### src/rtl/spike_window_classifier_if.sv
// Result channel of the spike window classifier: one window result per
// valid/ready transfer, plus the sticky overrun flag.
interface spike_window_classifier_if #(
    parameter int COUNT_W = 16
);
    logic               valid_o;
    logic               ready_i;
    logic [COUNT_W-1:0] count_o;
    logic [1:0]         class_o;
    logic               overrun_o;

    modport master (
        output valid_o,
        output count_o,
        output class_o,
        output overrun_o,
        input  ready_i
    );

    modport slave (
        input  valid_o,
        input  count_o,
        input  class_o,
        input  overrun_o,
        output ready_i
    );
endinterface

### src/rtl/spike_window_classifier.sv
// Counts rising edges of the network output spike over fixed windows and
// publishes a LOW/NORMAL/HIGH/ERROR classification of each window count.
module spike_window_classifier #(
    parameter int WINDOW_CYCLES = 1200000,
    parameter int COUNT_W       = 16
) (
    input  logic                         clk_i,
    input  logic                         rst_i,
    input  logic                         spike_i,
    input  logic                         en_i,
    input  logic [COUNT_W-1:0]           lo_thr_i,
    input  logic [COUNT_W-1:0]           hi_thr_i,
    spike_window_classifier_if.master    res
);

    localparam int                 WIN_W    = (WINDOW_CYCLES > 2) ? $clog2(WINDOW_CYCLES) : 1;
    localparam logic [WIN_W-1:0]   WIN_LAST = WIN_W'(WINDOW_CYCLES - 1);
    localparam logic [COUNT_W-1:0] CNT_MAX  = {COUNT_W{1'b1}};

    localparam logic [1:0] CLS_LOW    = 2'd0;
    localparam logic [1:0] CLS_NORMAL = 2'd1;
    localparam logic [1:0] CLS_HIGH   = 2'd2;
    localparam logic [1:0] CLS_ERROR  = 2'd3;

    typedef enum logic [0:0] {
        IDLE  = 1'b0,
        COUNT = 1'b1
    } state_t;

    state_t             state_r;
    state_t             state_s;
    logic [WIN_W-1:0]   win_cnt_r;
    logic [WIN_W-1:0]   win_cnt_s;
    logic [COUNT_W-1:0] spike_cnt_r;
    logic [COUNT_W-1:0] spike_cnt_s;
    logic [COUNT_W-1:0] cnt_next_s;
    logic               spike_d_r;
    logic               edge_s;
    logic               terminal_s;

    logic               valid_r;
    logic [COUNT_W-1:0] count_r;
    logic [1:0]         class_r;
    logic               overrun_r;

    // Inverted threshold pair is reported as ERROR before any count comparison.
    function automatic logic [1:0] classify(
        input logic [COUNT_W-1:0] cnt,
        input logic [COUNT_W-1:0] lo,
        input logic [COUNT_W-1:0] hi
    );
        logic [1:0] cls;
        if (lo > hi) begin
            cls = CLS_ERROR;
        end else if (cnt < lo) begin
            cls = CLS_LOW;
        end else if (cnt > hi) begin
            cls = CLS_HIGH;
        end else begin
            cls = CLS_NORMAL;
        end
        return cls;
    endfunction

    assign edge_s     = spike_i & ~spike_d_r;
    assign cnt_next_s = (edge_s && (spike_cnt_r != CNT_MAX)) ? spike_cnt_r + {{(COUNT_W-1){1'b0}}, 1'b1}
                                                              : spike_cnt_r;
    assign terminal_s = (state_r == COUNT) && (win_cnt_r == {WIN_W{1'b0}});

    // Next-state and window/spike counter logic.
    always_comb begin
        state_s     = state_r;
        win_cnt_s   = win_cnt_r;
        spike_cnt_s = spike_cnt_r;
        case (state_r)
            IDLE: begin
                spike_cnt_s = {COUNT_W{1'b0}};
                if (en_i) begin
                    state_s   = COUNT;
                    win_cnt_s = WIN_LAST;
                end else begin
                    state_s   = IDLE;
                end
            end
            COUNT: begin
                if (win_cnt_r == {WIN_W{1'b0}}) begin
                    win_cnt_s   = WIN_LAST;
                    spike_cnt_s = {COUNT_W{1'b0}};
                    state_s     = en_i ? COUNT : IDLE;
                end else if (!en_i) begin
                    // Abort: the partial window never reaches the result registers.
                    state_s     = IDLE;
                    win_cnt_s   = WIN_LAST;
                    spike_cnt_s = {COUNT_W{1'b0}};
                end else begin
                    state_s     = COUNT;
                    win_cnt_s   = win_cnt_r - WIN_W'(1);
                    spike_cnt_s = cnt_next_s;
                end
            end
            default: begin
                state_s     = IDLE;
                win_cnt_s   = WIN_LAST;
                spike_cnt_s = {COUNT_W{1'b0}};
            end
        endcase
    end

    // State, counters and spike history register.
    always_ff @(posedge clk_i) begin
        if (rst_i) begin
            state_r     <= IDLE;
            win_cnt_r   <= {WIN_W{1'b0}};
            spike_cnt_r <= {COUNT_W{1'b0}};
            spike_d_r   <= 1'b0;
        end else begin
            state_r     <= state_s;
            win_cnt_r   <= win_cnt_s;
            spike_cnt_r <= spike_cnt_s;
            spike_d_r   <= spike_i;
        end
    end

    // Result registers and valid/ready handshake with sticky overrun.
    always_ff @(posedge clk_i) begin
        if (rst_i) begin
            valid_r   <= 1'b0;
            count_r   <= {COUNT_W{1'b0}};
            class_r   <= CLS_LOW;
            overrun_r <= 1'b0;
        end else if (terminal_s) begin
            valid_r <= 1'b1;
            count_r <= cnt_next_s;
            class_r <= classify(cnt_next_s, lo_thr_i, hi_thr_i);
            if (valid_r && !res.ready_i) begin
                overrun_r <= 1'b1;
            end else begin
                overrun_r <= overrun_r;
            end
        end else if (valid_r && res.ready_i) begin
            valid_r <= 1'b0;
        end else begin
            valid_r <= valid_r;
        end
    end

    assign res.valid_o   = valid_r;
    assign res.count_o   = count_r;
    assign res.class_o   = class_r;
    assign res.overrun_o = overrun_r;

endmodule

### src/flat_wrapper.sv
// flat-port wrapper written by rule: the top's interface ports become plain ports
module spike_window_classifier_flat 
#(
    parameter int WINDOW_CYCLES = 1200000,
    parameter int COUNT_W       = 16
)
  (clk_i, rst_i, spike_i, en_i, lo_thr_i, hi_thr_i, res_valid_o, res_count_o, res_class_o, res_overrun_o, res_ready_i);
  spike_window_classifier_if #(.COUNT_W(COUNT_W)) res_i ();
  input  logic clk_i;
  input  logic rst_i;
  input  logic spike_i;
  input  logic en_i;
  input  logic [COUNT_W-1:0] lo_thr_i;
  input  logic [COUNT_W-1:0] hi_thr_i;
  output wire logic [$bits(res_i.valid_o)-1:0] res_valid_o;
  output wire logic [$bits(res_i.count_o)-1:0] res_count_o;
  output wire logic [$bits(res_i.class_o)-1:0] res_class_o;
  output wire logic [$bits(res_i.overrun_o)-1:0] res_overrun_o;
  input wire logic [$bits(res_i.ready_i)-1:0] res_ready_i;
  assign res_valid_o = res_i.valid_o;
  assign res_count_o = res_i.count_o;
  assign res_class_o = res_i.class_o;
  assign res_overrun_o = res_i.overrun_o;
  assign res_i.ready_i = res_ready_i;
  spike_window_classifier #(.WINDOW_CYCLES(WINDOW_CYCLES), .COUNT_W(COUNT_W)) u_core (.clk_i(clk_i), .rst_i(rst_i), .spike_i(spike_i), .en_i(en_i), .lo_thr_i(lo_thr_i), .hi_thr_i(hi_thr_i), .res(res_i));
endmodule
### config.mk
export PLATFORM = sky130hd
export DESIGN_NAME = spike_window_classifier_flat
export DESIGN_NICKNAME = d
export VERILOG_FILES = /design/src/rtl/spike_window_classifier_if.sv /design/src/rtl/spike_window_classifier.sv /design/src/flat_wrapper.sv
export SDC_FILE = /design/constraint.sdc
export NUM_CORES = 1
export LEC_CHECK = 0
export BUFFER_PORTS_ARGS = -buffer_cell sky130_fd_sc_hd__buf_4
export CORE_MARGIN = 2
export CORE_UTILIZATION = 30
export DETAILED_ROUTE_END_ITERATION = 10
export GPL_ROUTABILITY_DRIVEN = 0
export PLACE_DENSITY_LB_ADDON = 0.08
export SETUP_SLACK_MARGIN = 0.02
export SLEW_MARGIN = 5
export SYNTH_ARGS = -nofsm -noshare
export SYNTH_HDL_FRONTEND = slang
export SYNTH_SLANG_ARGS = --single-unit
### constraint.sdc
create_clock -name clk_i -period 4.1 [get_ports clk_i]
set_clock_uncertainty 0.2 [all_clocks]
set_input_delay 0.205 -clock clk_i [delete_from_list [all_inputs] [get_ports clk_i]]
set_output_delay 0.205 -clock clk_i [all_outputs]
set_load 0.05 [all_outputs]
==> flow_summary.yaml <==
timing:
  rsz0062_at_grt: "no"
  maxSlewViolCount: 0
  setup_violations: 0
  setup_tns_ps: 0
  max_slew.worst_pin.slew_ps: 674
  maxSlewHeadroom_pct: 54.9
  maxClockFrequency_ghz: 0.295
  fin_ws_ps: 708
  min_period_ps: 3390
  layout_worst_path_cycle_share_pct: 82.7
  final-hold-violation-count: 0
yosys:
  yosys_warnings: 0
  yosys.area.top_type_share_pct: 31.2
  seq_area_frac_synth_pct: 31.2
  syn-num-nets: 549
  syn_area_per_cell_um2: 8.18
  syn_area_um2: 3790
  syn-instance-count: 463
  synthArstFlopShare_pct: 0
  synth.distinct_cells: 58
  synth-seq-cells: 59
  synth_area_leaders: "dfxtp_1, ha_1, nand2_1, a21oi_1, nor2_1"
  synthFlopType: "dfxtp_1"
  synth-edff-count: 0
  synth_top_cell_by_area: "dfxtp_1"
routing:
  firstDrtPassIters: 4
  routed-via-count: 3434
  wl_per_cell_um: 14.4
  antenna_left: 0
  drc: 0
  avgViaCountPerCell: 4.87
  drtIter0Drc: 130
  wl_um: 10100
global_route:
  antenna_found_initial: 0
  grt_pass1_vias: 3262
  gr-total-overflow: 0
  grt_max_degree: 40
  track_usage_pct: 15.8
  grt_pass1_wl_um: 16300
clocking:
  cts_buffers: 9
  insertion_delay_ps: 330
  clock-root-buffer: "clkbuf_16"
  cts_max_level: 3
  cts_max_path_buffers: 2
  cts_setup_buffers: 0
  cts.reportedPaths.clkPinSlew_ps: 50
  tritoncts: "yes"
  cts.sinks: 59
layout:
  final_cell_mix: "buf_4, dfxtp_1, ha_1"
  layout_commonest_cell: "buf_4"
  fin_cells: 705
  antenna_cells: 0
  syn2layout_area_growth_pct: 24.6
  finish.utilization_pct: 37.8
  drive_gt1_share_pct: 17.1
  finalNetCount: 615
die:
  start_util_pct: 30.4
  die_h_um: 116
  coreArea_um2: 12500
  die_w_um: 116
  fp.dieArea_um2: 13500
  rows: 41
  pin_count: 57
critical_path:
  cp.arrival_ps: 3470
  reg2reg_depth: 14
  path_cells: "dlygate4sd3_1 > buf_4 > nor2b_1 > and4_1 > and3_1 > nand3_1 > xnor2_1 > buf_4 > ha_1 > nand4_1 > nor3_1 > o21ai_0 > or2_2 > o211ai_1 > nor2b_1 > o21a_1"
  path_max_fanout: 4
  max_stage_delay_ps: 520
  cp.required_ps: 4170
  worst_path_max_delay_cell: "dlygate4sd3_1"
  worst_setup_path_end_kind: "register"
  start_kind: "primary input"
  critPathKind: "primary input to register"
power:
  leakagePower_nw: 2.05
  ir_worst_vdd_mv: 0.219
  power.density_nw_per_um2: 307
placed_design:
  pre_cts_ws_ps: 653
  io_buffers: 56
  dpl.hpwl_um: 7770
  dp.cells: 687
min_path:
  holdCritPathClass: "primary input to register"
  holdPathStages: 2
job:
  maxCapViolCount: 0
run_status:
  status: "finished clean"
-- area by class of cell --
class / count / area (µm²)
inverter: 38 / 143
sequential: 59 / 1180
timing repair buffer: 69 / 526
clock buffer: 12 / 246
clock inverter: 3 / 15.0
fill: 1330 / 7750
multi-input combinational: 352 / 2390
tap: 172 / 215
-- power breakdown --
part / switching (mW) / internal [mW]
Sequential: 0.0173 / 0.588
Clock: 0.255 / 0.418
Combinational: 0.0902 / 0.0773
Total: 0.363 / 1.08
-- sequential cells by signal, indices dropped and copies added, names as in the netlist --
signal                flops
u_core.res.class_o        2
u_core.res.count_o       16
u_core.res.overrun_o      1
u_core.res.valid_o        1
u_core.spike_cnt_r       16
u_core.spike_d_r          1
u_core.state_r            1
u_core.win_cnt_r         21
-- routing by layer --
layer	routed length (µm)	vias to the layer above	GRT usage (%)
met1	4490	1604	18.8
li1	-	1778	-
met5	0	-	0
met4	137	0	4.37
met3	298	14	4.00
met2	5200	38	28.3
-- Yosys cell counts (2+ instances only) --
cell / count
nand2b_1: 4
clkbuf_1: 9
inv_1: 38
o22ai_1: 2
buf_2: 3
and3_1: 3
nand4_1: 14
and4_1: 5
o21ai_0: 25
a31oi_1: 2
o21ai_1: 2
o211ai_1: 4
a311oi_1: 5
o21a_1: 5
nor2_1: 40
o31ai_1: 3
or3_1: 2
nand2_1: 47
nor2b_1: 21
nor4_1: 2
nand3_1: 8
nor3_1: 16
and2_1: 2
a211o_1: 3
a211oi_1: 10
buf_6: 2
dfxtp_1: 59
ha_1: 49
a21oi_1: 31
or2_2: 2
xnor2_1: 12
xor2_1: 7
-- cells by family (layout without fill, tap and decap cells) --
group           after synthesis  after routing  synth area share, %
simple gates                176            176                 23.9
compound gates              107            107                 18.3
flops                        59             59                 31.2
buf+inv                      52            122                 5.65
fa+ha+maj                    49             49                 16.2
xor+xnor                     19             19                 4.40
mux                           1              1                0.297
-- metrics by stage --
step / total power, mW / instance area [µm²] / hold slack (ps)
2_1_floorplan: 0.720 / 3790 / 133
3_3_place_gp: 0.782 / 4430 / 239
3_5_place_dp: 0.784 / 4430 / 248
4_1_cts: 1.47 / 4720 / 100
5_1_grt: 1.52 / 4720 / 131
6_report: 1.45 / 4720 / 93.9
-- worst max-delay path: cells and delay by family --
kind / cells / cell delay (ps)
AO/OA/AOI/OAI: 3 / 370
XOR/XNOR: 1 / 140
adder cells (fa/ha/maj): 1 / 310
buffers and inverters: 3 / 770
AND/OR/NAND/NOR: 8 / 1650
-- worst paths after layout --
kind / start / to / slack [ps]
worst min-delay path: rst_i / u_core.win_cnt_r[14] / 90
worst min register to register: u_core.res.count_o[9] / u_core.res.count_o[9] / 250
worst max-delay path: spike_i / u_core.res.class_o[1] / 710
worst max register to register: u_core.spike_cnt_r[4] / u_core.res.class_o[1] / 710
-- repair_timing --
item	in CTS	in global routing
hold buffers	3	0
setup endpoints to repair	0	0
resized for setup	0	0
endpoints found under the hold margin	3	0
Power figures use the tool's default switching activity.
